===== config.mk =====
export PLATFORM = sky130hd
export DESIGN_NAME = conv_transpose1d_stream
export DESIGN_NICKNAME = d
export VERILOG_FILES = /design/src/rtl/conv_transpose1d_stream.sv
export SDC_FILE = /design/constraint.sdc
export NUM_CORES = 1
export LEC_CHECK = 0
export ABC_AREA = 1
export CORE_ASPECT_RATIO = 1.75
export CORE_UTILIZATION = 65
export CTS_CLUSTER_SIZE = 25
export DETAILED_ROUTE_END_ITERATION = 8
export GPL_ROUTABILITY_DRIVEN = 0
export MAX_ROUTING_LAYER = met4
export PLACE_DENSITY_LB_ADDON = 0.12
export SYNTH_ARGS = -nofsm -noshare
export SYNTH_HDL_FRONTEND = slang
export SYNTH_SLANG_ARGS = --single-unit

===== constraint.sdc =====
create_clock -name clk -period 18.5 [get_ports clk]
set_clock_uncertainty 0.2 [all_clocks]
set_input_delay 3.7 -clock clk [delete_from_list [all_inputs] [get_ports clk]]
set_output_delay 3.7 -clock clk [all_outputs]
set_load 0.05 [all_outputs]

===== src/rtl/conv_transpose1d_stream.sv =====
// Streaming ConvTranspose1d: buffers one channel-major input frame, computes each output
// with one sequential MAC against an external weight/bias ROM, and streams results out.
module conv_transpose1d_stream #(
    parameter int DATA_WIDTH   = 16,
    parameter int WEIGHT_WIDTH = 8,
    parameter int ACC_WIDTH    = 32,
    parameter int IN_LEN       = 8,
    parameter int IN_CH        = 4,
    parameter int OUT_CH       = 2,
    parameter int KERNEL_SIZE  = 4,
    parameter int STRIDE       = 2,
    parameter int PADDING      = 1,
    parameter int ACT          = 1
) (
    input  logic                    clk,
    input  logic                    rst_n,
    input  logic                    start,
    input  logic                    flush,
    input  logic [DATA_WIDTH-1:0]   data_in,
    input  logic                    valid_in,
    output logic                    ready_in,
    output logic [15:0]             weight_addr,
    input  logic [WEIGHT_WIDTH-1:0] weight_data,
    output logic [7:0]              bias_addr,
    input  logic [DATA_WIDTH-1:0]   bias_data,
    output logic [DATA_WIDTH-1:0]   data_out,
    output logic                    valid_out,
    input  logic                    ready_out,
    output logic                    busy,
    output logic                    done
);
    localparam int OUT_LEN   = (IN_LEN - 1) * STRIDE - 2 * PADDING + KERNEL_SIZE;
    localparam int BUF_DEPTH = IN_CH * IN_LEN;
    localparam int BUF_AW    = (BUF_DEPTH > 1) ? $clog2(BUF_DEPTH) : 1;
    localparam int PW        = DATA_WIDTH + WEIGHT_WIDTH;
    localparam int SHIFT     = WEIGHT_WIDTH - 1;
    localparam logic [7:0] K_LAST  = 8'(KERNEL_SIZE - 1);
    localparam logic [7:0] IC_LAST = 8'(IN_CH - 1);
    localparam logic [7:0] OP_LAST = 8'(OUT_LEN - 1);
    localparam logic [7:0] OC_LAST = 8'(OUT_CH - 1);
    localparam logic [BUF_AW-1:0] LD_LAST = BUF_AW'(BUF_DEPTH - 1);
    localparam logic [9:0] STRIDE_W = 10'(STRIDE);
    localparam logic [9:0] IN_LEN_W = 10'(IN_LEN);
    localparam logic signed [9:0] PAD_W = 10'(PADDING);
    localparam logic signed [ACC_WIDTH-1:0] SAT_MAX = ACC_WIDTH'((2 ** (DATA_WIDTH - 1)) - 1);
    localparam logic signed [ACC_WIDTH-1:0] SAT_MIN = ~SAT_MAX;
    localparam logic USE_LEAKY = (ACT != 0);

    typedef enum logic [2:0] {
        S_IDLE = 3'd0,
        S_LOAD = 3'd1,
        S_MAC  = 3'd2,
        S_FIN  = 3'd3,
        S_EMIT = 3'd4,
        S_DONE = 3'd5
    } state_t;

    state_t r_state, w_step, w_next;
    logic r_ready_in, r_valid_out, r_busy, r_done;
    logic [BUF_AW-1:0] r_ld_cnt;
    logic [7:0] r_k, r_ic, r_op, r_oc;
    logic [DATA_WIDTH-1:0] r_buf [0:BUF_DEPTH-1];
    logic signed [ACC_WIDTH-1:0] r_acc;
    logic [DATA_WIDTH-1:0] r_x_d, r_data_out;
    logic r_mac_v;

    logic signed [9:0] w_t;
    logic [9:0] w_tu, w_pos, w_rem;
    logic w_tap_ok;
    logic [BUF_AW-1:0] w_buf_idx;
    logic [DATA_WIDTH-1:0] w_x_sel;
    logic signed [PW-1:0] w_xa, w_wa, w_prod;
    logic signed [ACC_WIDTH-1:0] w_term, w_sum, w_sh, w_bias_ext, w_y;
    logic signed [DATA_WIDTH-1:0] w_sat, w_act;

    assign ready_in    = r_ready_in;
    assign valid_out   = r_valid_out;
    assign busy        = r_busy;
    assign done        = r_done;
    assign data_out    = r_data_out;
    assign weight_addr = 16'(r_ic) * 16'(OUT_CH * KERNEL_SIZE) + 16'(r_oc) * 16'(KERNEL_SIZE) + 16'(r_k);
    assign bias_addr   = r_oc;

    // Tap t = out_pos + PADDING - k selects an input sample only on a stride-aligned, in-range position.
    assign w_t       = $signed({2'b00, r_op}) + PAD_W - $signed({2'b00, r_k});
    assign w_tu      = w_t;
    assign w_pos     = w_tu / STRIDE_W;
    assign w_rem     = w_tu % STRIDE_W;
    assign w_tap_ok  = !w_t[9] && (w_rem == 10'd0) && (w_pos < IN_LEN_W);
    assign w_buf_idx = BUF_AW'(16'(r_ic) * 16'(IN_LEN) + 16'(w_pos));
    assign w_x_sel   = w_tap_ok ? r_buf[w_buf_idx] : {DATA_WIDTH{1'b0}};

    assign w_xa       = {{WEIGHT_WIDTH{r_x_d[DATA_WIDTH-1]}}, r_x_d};
    assign w_wa       = {{DATA_WIDTH{weight_data[WEIGHT_WIDTH-1]}}, weight_data};
    assign w_prod     = w_xa * w_wa;
    assign w_term     = r_mac_v ? {{(ACC_WIDTH-PW){w_prod[PW-1]}}, w_prod} : {ACC_WIDTH{1'b0}};
    assign w_sum      = r_acc + w_term;
    assign w_sh       = w_sum >>> SHIFT;
    assign w_bias_ext = {{(ACC_WIDTH-DATA_WIDTH){bias_data[DATA_WIDTH-1]}}, bias_data};
    assign w_y        = w_sh + w_bias_ext;

    // Saturate to the Q8.8 range, then apply the optional LeakyReLU (slope 1/4 + 1/16).
    always_comb begin
        w_sat = w_y[DATA_WIDTH-1:0];
        w_act = w_sat;
        if (w_y > SAT_MAX) begin
            w_sat = {1'b0, {(DATA_WIDTH-1){1'b1}}};
        end else if (w_y < SAT_MIN) begin
            w_sat = {1'b1, {(DATA_WIDTH-1){1'b0}}};
        end else begin
            w_sat = w_y[DATA_WIDTH-1:0];
        end
        if (USE_LEAKY && w_sat[DATA_WIDTH-1]) begin
            w_act = (w_sat >>> 2) + (w_sat >>> 4);
        end else begin
            w_act = w_sat;
        end
    end

    // Next-state logic before the flush override.
    always_comb begin
        w_step = r_state;
        case (r_state)
            S_IDLE: w_step = start ? S_LOAD : S_IDLE;
            S_LOAD: w_step = (valid_in && (r_ld_cnt == LD_LAST)) ? S_MAC : S_LOAD;
            S_MAC:  w_step = ((r_ic == IC_LAST) && (r_k == K_LAST)) ? S_FIN : S_MAC;
            S_FIN:  w_step = S_EMIT;
            S_EMIT: begin
                if (ready_out) begin
                    w_step = ((r_op == OP_LAST) && (r_oc == OC_LAST)) ? S_DONE : S_MAC;
                end else begin
                    w_step = S_EMIT;
                end
            end
            S_DONE: w_step = S_IDLE;
            default: w_step = S_IDLE;
        endcase
    end

    assign w_next = flush ? S_IDLE : w_step;

    // State register; status outputs are registered from the next state.
    always_ff @(posedge clk or negedge rst_n) begin
        if (!rst_n) begin
            r_state     <= S_IDLE;
            r_ready_in  <= 1'b0;
            r_valid_out <= 1'b0;
            r_busy      <= 1'b0;
            r_done      <= 1'b0;
        end else begin
            r_state     <= w_next;
            r_ready_in  <= (w_next == S_LOAD);
            r_valid_out <= (w_next == S_EMIT);
            r_busy      <= (w_next != S_IDLE) && (w_next != S_DONE);
            r_done      <= (w_next == S_DONE);
        end
    end

    // Load, tap and output-position counters; all freeze in EMIT until the handshake.
    always_ff @(posedge clk or negedge rst_n) begin
        if (!rst_n) begin
            r_ld_cnt <= {BUF_AW{1'b0}};
            r_k <= 8'd0; r_ic <= 8'd0; r_op <= 8'd0; r_oc <= 8'd0;
        end else if (flush) begin
            r_ld_cnt <= {BUF_AW{1'b0}};
            r_k <= 8'd0; r_ic <= 8'd0; r_op <= 8'd0; r_oc <= 8'd0;
        end else begin
            case (r_state)
                S_LOAD: begin
                    if (valid_in) begin
                        r_ld_cnt <= (r_ld_cnt == LD_LAST) ? {BUF_AW{1'b0}} : r_ld_cnt + {{(BUF_AW-1){1'b0}}, 1'b1};
                    end
                end
                S_MAC: begin
                    if (r_k == K_LAST) begin
                        r_k  <= 8'd0;
                        r_ic <= (r_ic == IC_LAST) ? 8'd0 : r_ic + 8'd1;
                    end else begin
                        r_k <= r_k + 8'd1;
                    end
                end
                S_EMIT: begin
                    if (ready_out) begin
                        if (r_op == OP_LAST) begin
                            r_op <= 8'd0;
                            r_oc <= (r_oc == OC_LAST) ? 8'd0 : r_oc + 8'd1;
                        end else begin
                            r_op <= r_op + 8'd1;
                        end
                    end
                end
                default: begin
                end
            endcase
        end
    end

    // Frame buffer write during LOAD.
    always_ff @(posedge clk) begin
        if ((r_state == S_LOAD) && valid_in && !flush) begin
            r_buf[r_ld_cnt] <= data_in;
        end
    end

    // MAC pipeline: sample issued with its address, product accumulated next cycle, FIN closes it.
    always_ff @(posedge clk or negedge rst_n) begin
        if (!rst_n) begin
            r_acc      <= {ACC_WIDTH{1'b0}};
            r_x_d      <= {DATA_WIDTH{1'b0}};
            r_mac_v    <= 1'b0;
            r_data_out <= {DATA_WIDTH{1'b0}};
        end else if (flush) begin
            r_acc   <= {ACC_WIDTH{1'b0}};
            r_x_d   <= {DATA_WIDTH{1'b0}};
            r_mac_v <= 1'b0;
        end else begin
            case (r_state)
                S_MAC: begin
                    r_acc   <= w_sum;
                    r_x_d   <= w_x_sel;
                    r_mac_v <= 1'b1;
                end
                S_FIN: begin
                    r_acc      <= {ACC_WIDTH{1'b0}};
                    r_mac_v    <= 1'b0;
                    r_data_out <= w_act;
                end
                default: begin
                end
            endcase
        end
    end
endmodule


## Word level (Yosys, flattened, before mapping)

Memory sizes are Yosys's and may differ from the RTL's.
Index checks and enable logic that the tools add are counted.

- Output and inout port bits: 44
- Word-level logic and storage cells: 112
- Memories: 1
- Input port bits: 46
- Bits in registers: 109
- Bits in writable memories: 512

- Bitwise operators: 1
- $add $sub $neg: 13
- Order comparisons: 3
- Reductions and logical operators: 26
- Equality and inequality tests: 13
- Multiplexer cells: 40
- Multipliers: 1

Memory list:

| memory | words | width | read ports | clocked after memory_dff | wr ports | line | text |
|---|---|---|---|---|---|---|---|
| r_buf | 32 | 16 | 1 | 0 | 1 | 62 | `logic [DATA_WIDTH-1:0] r_buf [0:BUF_DEPTH-1];` |

Operators with widths:

| operator | count |
|---|---|
| 8-bit two-way mux | 16 |
| 16-bit two-way mux | 6 |
| 32-bit two-way mux | 2 |
| 32-bit case mux with 2 select lines | 1 |
| 32-bit adder | 1 |
| 8-bit by 1-bit adder with 8-bit output (second input constant) | 4 |
| 25-bit by 16-bit adder with 26-bit output | 1 |
| 26-bit by 16-bit > comparator with 1-bit output (second input constant) | 1 |
| 26-bit by 16-bit < comparator with 1-bit output (second input constant) | 1 |
| 16-bit by 8-bit multiplier with 24-bit output | 1 |
| 5-bit two-way mux | 4 |
| 8-bit by 2-bit == test with 1-bit output (second input constant) | 2 |
| 14-bit by 12-bit adder with 15-bit output | 1 |
| 3-bit case mux with 5 select lines | 1 |
| 2-bit nonzero test | 7 |
| 12-bit by 8-bit adder with 13-bit output | 1 |
| 11-bit by 10-bit adder with 12-bit output | 1 |
| 10-bit zero test | 1 |
| 9-bit by 8-bit subtractor with 10-bit output | 1 |
| 8-bit by 1-bit adder with 9-bit output (second input constant) | 1 |
| 3-bit == test (second input constant) | 3 |
| 9-bit by 4-bit < comparator with 1-bit output (second input constant) | 1 |
| 3-bit two-way mux | 3 |
| 8-bit by 1-bit == test with 1-bit output (second input constant) | 1 |
| other kinds (17) | 35 |

## Depth between registers and ports, before layout

Gate-level depths: netlist of the first run.

- Word-level depth: 9
- Gate-level depth with buffers: 68
- Mapped depth without buffers: 65

## Worst setup path before layout of the first run

No wires, ideal clock.

- Path type: input port to flip-flop
- Start point: input weight_data[2]
- End point: register r_data_out[10], in the netlist data_out[10]
- Setup slack: 5.481 ns
- Library setup time: 0.118 ns
- Required time: 18.182 ns
- Stages: 59
- Buffers on the path: 3
- Arrival: 12.702 ns
- Cells stage by stage: clkbuf_1 -> clkbuf_1 -> nand2_1 -> fa_1 -> fa_1 -> inv_1 -> fa_1 -> inv_1 -> fa_1 -> inv_1 -> ha_1 -> a21o_1 -> nand3_1 -> nand2_1 -> a21oi_1 -> inv_1 -> nand2_1 -> inv_1 -> [23 not listed] -> inv_2 -> nand2_2 -> buf_6 -> inv_1 -> o21ai_0 -> ha_1 -> inv_1 -> fa_1 -> inv_1 -> a21oi_1 -> a21oi_2 -> nand2_2 -> nand2_2 -> nand2_2 -> nand3_1 -> nand3_1 -> nand3_1 -> nand2_1

- Longest elaborated chain between the ends: 9
- Elaborated cells between the ends (all ways): 10
- Classes of those cells: add/sub: 3; mul: 1; order compare: 2; mux: 4

Ends and longest elaborated chain:

| element | line | text |
|---|---|---|
| start, declared | 23 | `input logic [WEIGHT_WIDTH-1:0] weight_data,` |
| 16-bit by 8-bit multiplier with 24-bit output * | 95 | `assign w_prod = w_xa * w_wa;` |
| 32-bit two-way mux * | 96 | `assign w_term = r_mac_v ? {{(ACC_WIDTH-PW){w_prod[PW-1]}}, w_prod} : {ACC_WIDTH{1'b0}};` |
| 32-bit adder * | 97 | `assign w_sum = r_acc + w_term;` |
| 25-bit by 16-bit adder with 26-bit output * | 100 | `assign w_y = w_sh + w_bias_ext;` |
| 26-bit by 16-bit < comparator with 1-bit output | 108 | `end else if (w_y < SAT_MIN) begin` |
| 16-bit two-way mux | 108 |  |
| 16-bit two-way mux * | 106 | `if (w_y > SAT_MAX) begin` |
| 14-bit by 12-bit adder with 15-bit output | 114 | `w_act = (w_sat >>> 2) + (w_sat >>> 4);` |
| 16-bit two-way mux * | 113 | `if (USE_LEAKY && w_sat[DATA_WIDTH-1]) begin` |
| end signal, assigned | 211 | `r_data_out <= {DATA_WIDTH{1'b0}};` |
| end signal, assigned | 226 | `r_data_out <= w_act;` |
| end, declared | 64 | `logic [DATA_WIDTH-1:0] r_x_d, r_data_out;` |

Mark *: on every way between the ends. The rest lies on a longest branch, timed or not.
A chain may end at the register's enable or synchronous reset.

## Worst setup path in the final report of the first run

- Start point: input weight_data[3]
- End point: register r_data_out[12], in the netlist data_out[12]

The elaborated chain is that of the path after synthesis.

==> results.txt, run 1 <==
- Number of global-route vias before repair: 26876
- The final max-slew violation count is 0.
- By area, the combinational part of the netlist is dominated by simple AND/OR/NAND/NOR gates.
- Setup Buffers After CTS: 0
- The synthesized netlist devotes 11.8% of its cell area to adder and majority cells.
* Clock Tree Root: sky130_fd_sc_hd__clkbuf_16
- For the worst setup path, the data required time is 18850 ps.
* Clk sink count: 621
- The min-delay analysis places its worst path in the category reg2reg.
- Final core utilization: 72.5%
- Averaged over all synthesized cells, the footprint is 9.82 um2.
- The die is 178 um wide.
* Synth Area in Simple Gates: 12.8%
- The slowest stage of the critical path is the sky130_fd_sc_hd__clkdlybuf4s50_1 cell.
- 90 I/O pins were placed.
- Max-slew headroom at the worst pin: 6.19%
- Worst Path Buf+Inv: 10
- Setup repair after global routing left no endpoint under its margin.
* Synthesized cell area: 35400 um2
- In the final layout, the share of cells above drive strength 1 is 6.84%.
* Max-cap viol count: 0
- Count of filler cells inserted in the layout: 3748
- In this run the power density over the cells is 73.8 nW/um2.
- STA classifies the critical path endpoint as a flip-flop.
- Row count: 112
- The number of antenna violations at the first check in global routing is 0.
- Vias: 26489
* Final critical-path share of the clock period: 80.7%
- TritonCTS built the clock tree.
- The critical path in this run is classified as in2reg.
- Count of antenna-violating nets left after detailed routing: 0
- After detailed routing, the wire length on met1 is 31.4 mm.
- In the routed design, unresolved DRC markers number 2.
- Growth of design area from synthesis to finish: 9.83%
- Timing would allow up to 0.0669 GHz.
- The final reports fail on design-rule violations.
- In this run, synthesis inferred 512 flip-flops with an integrated enable.
- Nature of the critical path startpoint: input pin
- Total grt overflow: 0
- Post-synthesis mux area share: 3.86%
- No sink is reached through more buffers than the 3 on the longest clock path.
- Number of cells produced by synthesis: 3601
- The detailed router finished its first iteration with 2302 violations.
- For the final routed database, the setup TNS stands at 0 ps.
* Final Critical Period: 14940 ps
- Hold-fix buffers at CTS: 0
- The most used flip-flop cell after synthesis is sky130_fd_sc_hd__edfxtp_1.
* Routed vias/inst: 6.05
- The routed design has 93.0 mm of wire.
- Die Y: 311 um
- For this run, the slowest stage of the critical path takes 980 ps.
- Source-to-sink clock delay at the later pin of the worst-skew pair: 620 ps
* Worst Path Max Fanout: 16
- H-tree level count: 2
* First-pass GRT wire length: 144 mm
- Post-synthesis compound-gate area fraction: 10.6%
- For the pin with the worst max-slew slack, the measured transition is 1400 ps.
- Initial core utilization: 66.0%
- Number of setup violations in the final report: 0
- Routed signal wires occupy layers up through met4.
* Distinct cell type count after synthesis: 54
- Clock slew seen by the registers of the worst setup and hold paths: 70 ps
* Proportion of synthesized flip-flops having asynchronous set or reset: 17.6%
- Number of cells upsized or downsized after cts: 0
- Detailed-placement wirelength estimate: 62.6 mm
- Final hold violation count: 0
- Data arrival time of the critical path: 15290 ps
- Peak supply drop: 0.103 mV
* Number of clock buffers inserted by TritonCTS: 55
* First-pass detailed-route iteration total: 8
- Number of port buffers: 85
- CP delay by family, top: adder cells
- The flow ran to the end, but the final reports show violations.
* Leakage power total: 0.0168 uW
- Final routed wire length divided by cell count: 21.2 um
- # nets final: 3964
* Core ar.: 53500 um2
- Entering global routing, the biggest net connects 196 pins.
- The synthesized design contains 621 register bits.
- Yosys warning total: 0
* Global-route usage over all layers: 35.4%
- Area enclosed by the die boundary: 55400 um2
- Wire length on met3: 5.77 mm
- Number of antenna cells inserted: 0
- Sequential element share of the synthesized area: 51.2%
- The routed design uses 48.7 mm of met2 wire.
* Xor/xnor cell area share of the yosys netlist: 1.66%
cell usage after synthesis, types with 6 or more instances:
cell	count	area, um2
sky130_fd_sc_hd__a21oi_1	276	1380
sky130_fd_sc_hd__nor4_1	6	37.5
sky130_fd_sc_hd__nand3_1	198	991
sky130_fd_sc_hd__nand2_2	21	131
sky130_fd_sc_hd__nor3_1	24	120
sky130_fd_sc_hd__a32o_1	8	80.1
sky130_fd_sc_hd__clkbuf_1	124	465
sky130_fd_sc_hd__nand2_1	564	2120
sky130_fd_sc_hd__nand4_1	24	150
sky130_fd_sc_hd__dfrtp_1	109	2730
sky130_fd_sc_hd__mux2_2	60	676
sky130_fd_sc_hd__buf_2	6	30.0
sky130_fd_sc_hd__o22ai_1	6	37.5
sky130_fd_sc_hd__nor2_1	200	751
sky130_fd_sc_hd__buf_4	6	45.0
sky130_fd_sc_hd__o31ai_1	7	52.6
sky130_fd_sc_hd__inv_1	579	2170
sky130_fd_sc_hd__o21ai_0	349	1750
sky130_fd_sc_hd__a31oi_1	12	75.1
sky130_fd_sc_hd__inv_2	8	30.0
sky130_fd_sc_hd__ha_1	152	1900
sky130_fd_sc_hd__edfxtp_1	512	15400
sky130_fd_sc_hd__mux2i_1	69	691
sky130_fd_sc_hd__nand3b_1	6	45.0
sky130_fd_sc_hd__o21bai_1	10	75.1
sky130_fd_sc_hd__o211ai_1	7	52.6
sky130_fd_sc_hd__o21ai_1	7	35.0
sky130_fd_sc_hd__buf_1	16	60.1
sky130_fd_sc_hd__xnor2_1	28	245
sky130_fd_sc_hd__fa_1	114	2280
sky130_fd_sc_hd__xor2_1	39	342
through the flow:
stage                     cell area, um2  worst slack, ps  hold slack (ps)  cells  power, uW
final                              38800             3560              287   4381       2870
after global routing               38800             2780              320   4381       2940
after CTS                          38800             3900              287   4381       2870
after detailed placement           37000             3380              269   4279       1690
after global placement             37000             3720              268   4279       1690
after floorplan                    35400             5480              272   3604       1630
tightest hold or removal path, cell delays in order, from the launching register on:
cell and delay [ps]:
sky130_fd_sc_hd__dfrtp_1 350, sky130_fd_sc_hd__nand2_1 60, sky130_fd_sc_hd__nand2_1 50
cell families (layout without fill, tap and decap cells):
kind of cell | after synthesis | count (layout)
and+or+nand+nor | 1061 | 1061
buffers and inverters | 746 | 839
AOI/OAI and AO/OA | 710 | 710
DFF | 621 | 621
adders and majority gates | 266 | 266
muxes | 129 | 129
xor gates and xnor gates | 67 | 67
other | 1 | 4
power by group:
group | internal, uW | switching, uW | total, uW
clock network | 675 | 525 | 1200
logic | 42.6 | 105 | 148
registers | 1520 | 1.78 | 1520
total | 2230 | 632 | 2870
per-layer routing:
metal	vias up	global-route usage [%]
met5	-	-
met4	0	23.5
met3	381	4.96
met2	1201	61.1
met1	12768	37.0
li1	12139	-
flip-flops by register name (all words and copies together), names as in the netlist:
name       count
r_ld_cnt       5
r_state        3
r_x_d         16
r_mac_v        1
ready_in       1
r_acc         32
data_out      16
r_buf        512
r_op           8
valid_out      1
busy           1
r_ic           8
r_k            8
done           1
bias_addr      8
placed cells by master (no fill, tap or decap), drive strengths merged, types with 39 or more instances in the layout:
cell / count
o21ai: 356
mux2: 60
ha: 152
nand3: 201
nor2: 206
dfrtp: 109
inv: 593
a21oi: 277
edfxtp: 512
clkdlybuf4s50: 84
xor2: 39
buf: 61
nand2: 588
fa: 114
clkbuf: 68
mux2i: 69
final cells by class:
| type | count | area, um2 | share of cell area (%) |
|---|---|---|---|
| Tap cell | 684 | 856 | 2.20 |
| Timing Repair Buffer | 145 | 1310 | 3.38 |
| Inverter | 592 | 2230 | 5.74 |
| Clock inverter | 34 | 412 | 1.06 |
| Sequential cell | 621 | 18100 | 46.6 |
| Multi-Input combinational cell | 2237 | 14500 | 37.3 |
| Clock buffer | 68 | 1460 | 3.75 |
final timing paths:
path	cells past startpoint	to	startpoint	slack [ps]
max	55	data_out[12]	weight_data[3]	3560
min	2	data_out[3]	data_out[3]	290
max reg2reg	54	data_out[12]	r_x_d[4]	7060
min reg2reg	2	data_out[3]	data_out[3]	290
max in group asynchronous	2	bias_addr[6]	rst_n	13860
min in group asynchronous	1	r_acc[5]	rst_n	2980
Note: power is estimated with default switching activity, not from simulation.
==> run 2, diff against run 1 <==
--- a/config.mk
+++ b/config.mk
@@ -7,7 +7,7 @@
 export LEC_CHECK = 0
 export ABC_AREA = 1
 export CORE_ASPECT_RATIO = 1.75
-export CORE_UTILIZATION = 65
+export CORE_UTILIZATION = 57
 export CTS_CLUSTER_SIZE = 25
 export DETAILED_ROUTE_END_ITERATION = 8
 export GPL_ROUTABILITY_DRIVEN = 0
==> constraint.sdc (replaced) <==
create_clock -name clk -period 12.9 [get_ports clk]
set_clock_uncertainty 0.2 [all_clocks]
set_input_delay 2.58 -clock clk [delete_from_list [all_inputs] [get_ports clk]]
set_output_delay 2.58 -clock clk [all_outputs]
set_load 0.05 [all_outputs]
==> results.txt, run 2 (same netlist as run 1, synthesis figures left out) <==
* Run status: finished clean (was finished with violations)
- The final instance count without filler cells is 4518 (was 4381).
- The clock insertion delay at the later pin of the skew report is 660 ps (was 620 ps).
* Die Y: 331 um (was 311 um)
- Worst endpoint required time: 13250 ps (was 18850 ps)
- Vias: 26010 (was 26489)
- Hold-fix buffers at CTS: 0 (unchanged)
- Net switching component of the power: 922 uW (was 632 uW)
- Row count: 120 (was 112)
- Max-cap viol count: 0 (unchanged)
* DRC violation count after routing: 0 (was 2)
- Final core utilization: 64.0% (was 72.5%)
* Peak supply drop: 0.136 mV (was 0.103 mV)
* Worst Hold Depth: 2 (unchanged)
* Fraction of power consumed by sequential logic: 53.0% (about the same)
- Initial antenna violation count: 0 (unchanged)
- The number of cells on the worst reg-to-reg path is 54 (unchanged).
- The post-placement cell area is 37300 um2 (was 37000 um2).
* Clock buffer depth: 3 (unchanged)
- The switching power share of the total is 22.4% (was 22.0%).
- The clock-pin slew on the worst setup and hold paths was 70 ps (about the same).
* Number of top-level design ports: 90 (unchanged)
- Biggest regs: r_buf (512), r_acc (32) (unchanged).
* Cell type with the highest occurrence count on the critical path: sky130_fd_sc_hd__inv_1
- Clock share of power: 41.8% (was 41.9%)
* Data arrival time of the critical path: 12680 ps (was 15290 ps)
- The post-detailed-placement half-perimeter wirelength came to 63.0 mm (was 62.6 mm).
- The flip-flop count of the largest register after layout was 512 (unchanged).
* Fraction of layout instances using a drive strength above 1: 8.00% (was 6.84%)
- Non-Filler Cell Area, Final: 39200 um2 (was 38800 um2)
- Final routed wire length divided by cell count: 20.4 um (was 21.2 um)
- The setup-violating endpoint count in the final report was 0 (unchanged).
- Routed vias/inst: 5.76 (was 6.05)
- The number of H-tree branching levels was 2 (unchanged).
- The effective utilization at floorplan came to 57.7% (was 66.0%).
- Leakage power total: 0.0170 uW (was 0.0168 uW)
* Clk sink count: 621 (unchanged)
- Worst slew pin tran: 1120 ps (was 1400 ps)
* Clock Tree Root: sky130_fd_sc_hd__clkbuf_16 (unchanged)
- The type of element launching the critical path is an input pin (unchanged).
- The cell with the largest stage delay on the worst path is sky130_fd_sc_hd__nor3_1 (was sky130_fd_sc_hd__clkdlybuf4s50_1).
- Setup repair after global routing missed its margin: no (unchanged).
- The number of hold violations in the final report was 0 (unchanged).
- Global-route usage over all layers: 30.7% (was 35.4%)
- Of the available clock period, the critical path in the final layout requires 95.6%.
* Dpl cells: 4414 (was 4279)
- Number of global-route vias before repair: 26780 (was 26876)
* Crit. End Element: flip-flop (unchanged)
- Max-slew headroom at the worst pin: 25.4% (was 6.19%)
- The power density over cell area came to 105 nW/um2 (was 73.8 nW/um2).
- Count of filler cells inserted in the layout: 4897 (was 3748)
- The final global-route overflow total came to 0 (unchanged).
- First-pass detailed-route iteration total: 7 (was 8)
- Number of port buffers: 85 (unchanged)
- Worst Path Max Fanout: 15 (was 16)
- The internal power came to 3190 uW (was 2230 uW).
* Biggest register: r_buf (unchanged)
- The clock buffer count from CTS is 56 (was 55).
* # nets final: 3991 (was 3964)
* Number of antenna cells inserted: 0 (unchanged)
- The classification of the worst setup path was in2reg (unchanged).
- Chip width: 190 um (was 178 um)
- Final Critical Period: 12330 ps
- Post-detailed-routing wire length: 92.3 mm (was 93.0 mm)
- Maximum number of pins on one net before global-route repair: 219 (was 196)
* Growth of design area from synthesis to finish: 11.0% (was 9.83%)
- Clock tree from TritonCTS: built (unchanged)
- The worst-case hold slack came to 290 ps (was 287 ps).
- The count of routing violations after the opening detailed-route iteration is 1866 (was 2302).
* Count of antenna-violating nets left after detailed routing: 0 (unchanged)
- The total setup buffers inserted after CTS was 0 (unchanged).
- First-pass GRT wire length: 144 mm (about the same)
- The combinational group share of total power came to 5.2% (about the same).
- The leading cell type in the layout, fill and taps excluded was sky130_fd_sc_hd__inv_1 (unchanged).
* Largest incremental delay on the critical path: 600 ps (was 980 ps)
* Core ar.: 61300 um2 (was 53500 um2)
- The final max-slew violation count is 0 (unchanged).
* Area enclosed by the die boundary: 63100 um2 (was 55400 um2)
* Fmax: 0.0811 GHz
* Min-Delay Path Class: reg2reg (unchanged)
* Top library cells by usage in the layout, fill and taps aside: 578 x sky130_fd_sc_hd__inv_1, 563 x sky130_fd_sc_hd__nand2_1, 512 x sky130_fd_sc_hd__edfxtp_1 (was 579 x sky130_fd_sc_hd__inv_1, 564 x sky130_fd_sc_hd__nand2_1, 512 x sky130_fd_sc_hd__edfxtp_1)
-- run 2: what timing repair did --
item                                    in CTS  in global routing
endpoints found under the setup margin       0                 13
gates resized for setup                      0                 17
endpoints found under the hold margin        0                  0
-- run 2: area by class of cell --
class                           count  area (um2)  area share (%)
Timing Repair Buffer              171        1520            3.88
Clock buffer                       66        1440            3.67
Tap cell                          793         992            2.53
Inverter                          592        2230            5.68
Sequential cell                   621       18100            46.1
Multi-Input combinational cell   2237       14500            37.0
Clock inverter                     38         442            1.13
-- run 2: metrics by stage --
step	worst slack [ps]	TNS, ps	total power (uW)
final	566	0	4110
after floorplan	1000	0	2340
after CTS	396	0	4130
after global routing	42.8	0	4220
after global placement	164	0	2430
after detailed placement	-262	-1520	2430
-- run 2: critical path, delay by kind of cell --
family	cells	cell delay (ps)
and+or+nand+nor	23	2810
adders and majority gates	8	3330
AOI/OAI and AO/OA	10	1780
xor gates and xnor gates	1	290
buffers and inverters	14	1890
-- run 2: path summary, 6_finish.rpt --
path	startpoint	to	slack, ps
min in group asynchronous	rst_n	r_acc[5]	1850
worst min register to register	data_out[6]	data_out[6]	290
max in group asynchronous	rst_n	r_k[2]	9470
worst min-delay path	data_out[6]	data_out[6]	290
worst max-delay path	weight_data[0]	data_out[10]	570
worst max register to register	r_x_d[1]	data_out[10]	2450
-- run 2: power by group through the flow --
| stage | Clock, uW | Sequential (uW) | Combinational [uW] |
|---|---|---|---|
| finish | 1720 | 2180 | 215 |
| global route | 1810 | 2180 | 236 |
| CTS | 1740 | 2180 | 213 |
| detailed placement | 0 | 2220 | 211 |
| global placement | 0 | 2220 | 206 |
| floorplan | 0 | 2230 | 107 |
-- run 2: metal layers --
layer / part of all wire, % / vias to the layer above / GRT usage, %
met3: 4.9 / 270 / 3.42
met2: 53 / 888 / 55.2
li1: - / 12233 / -
met1: 36 / 12619 / 32.3
met5: 0 / - / -
met4: 5.8 / 0 / 17.0
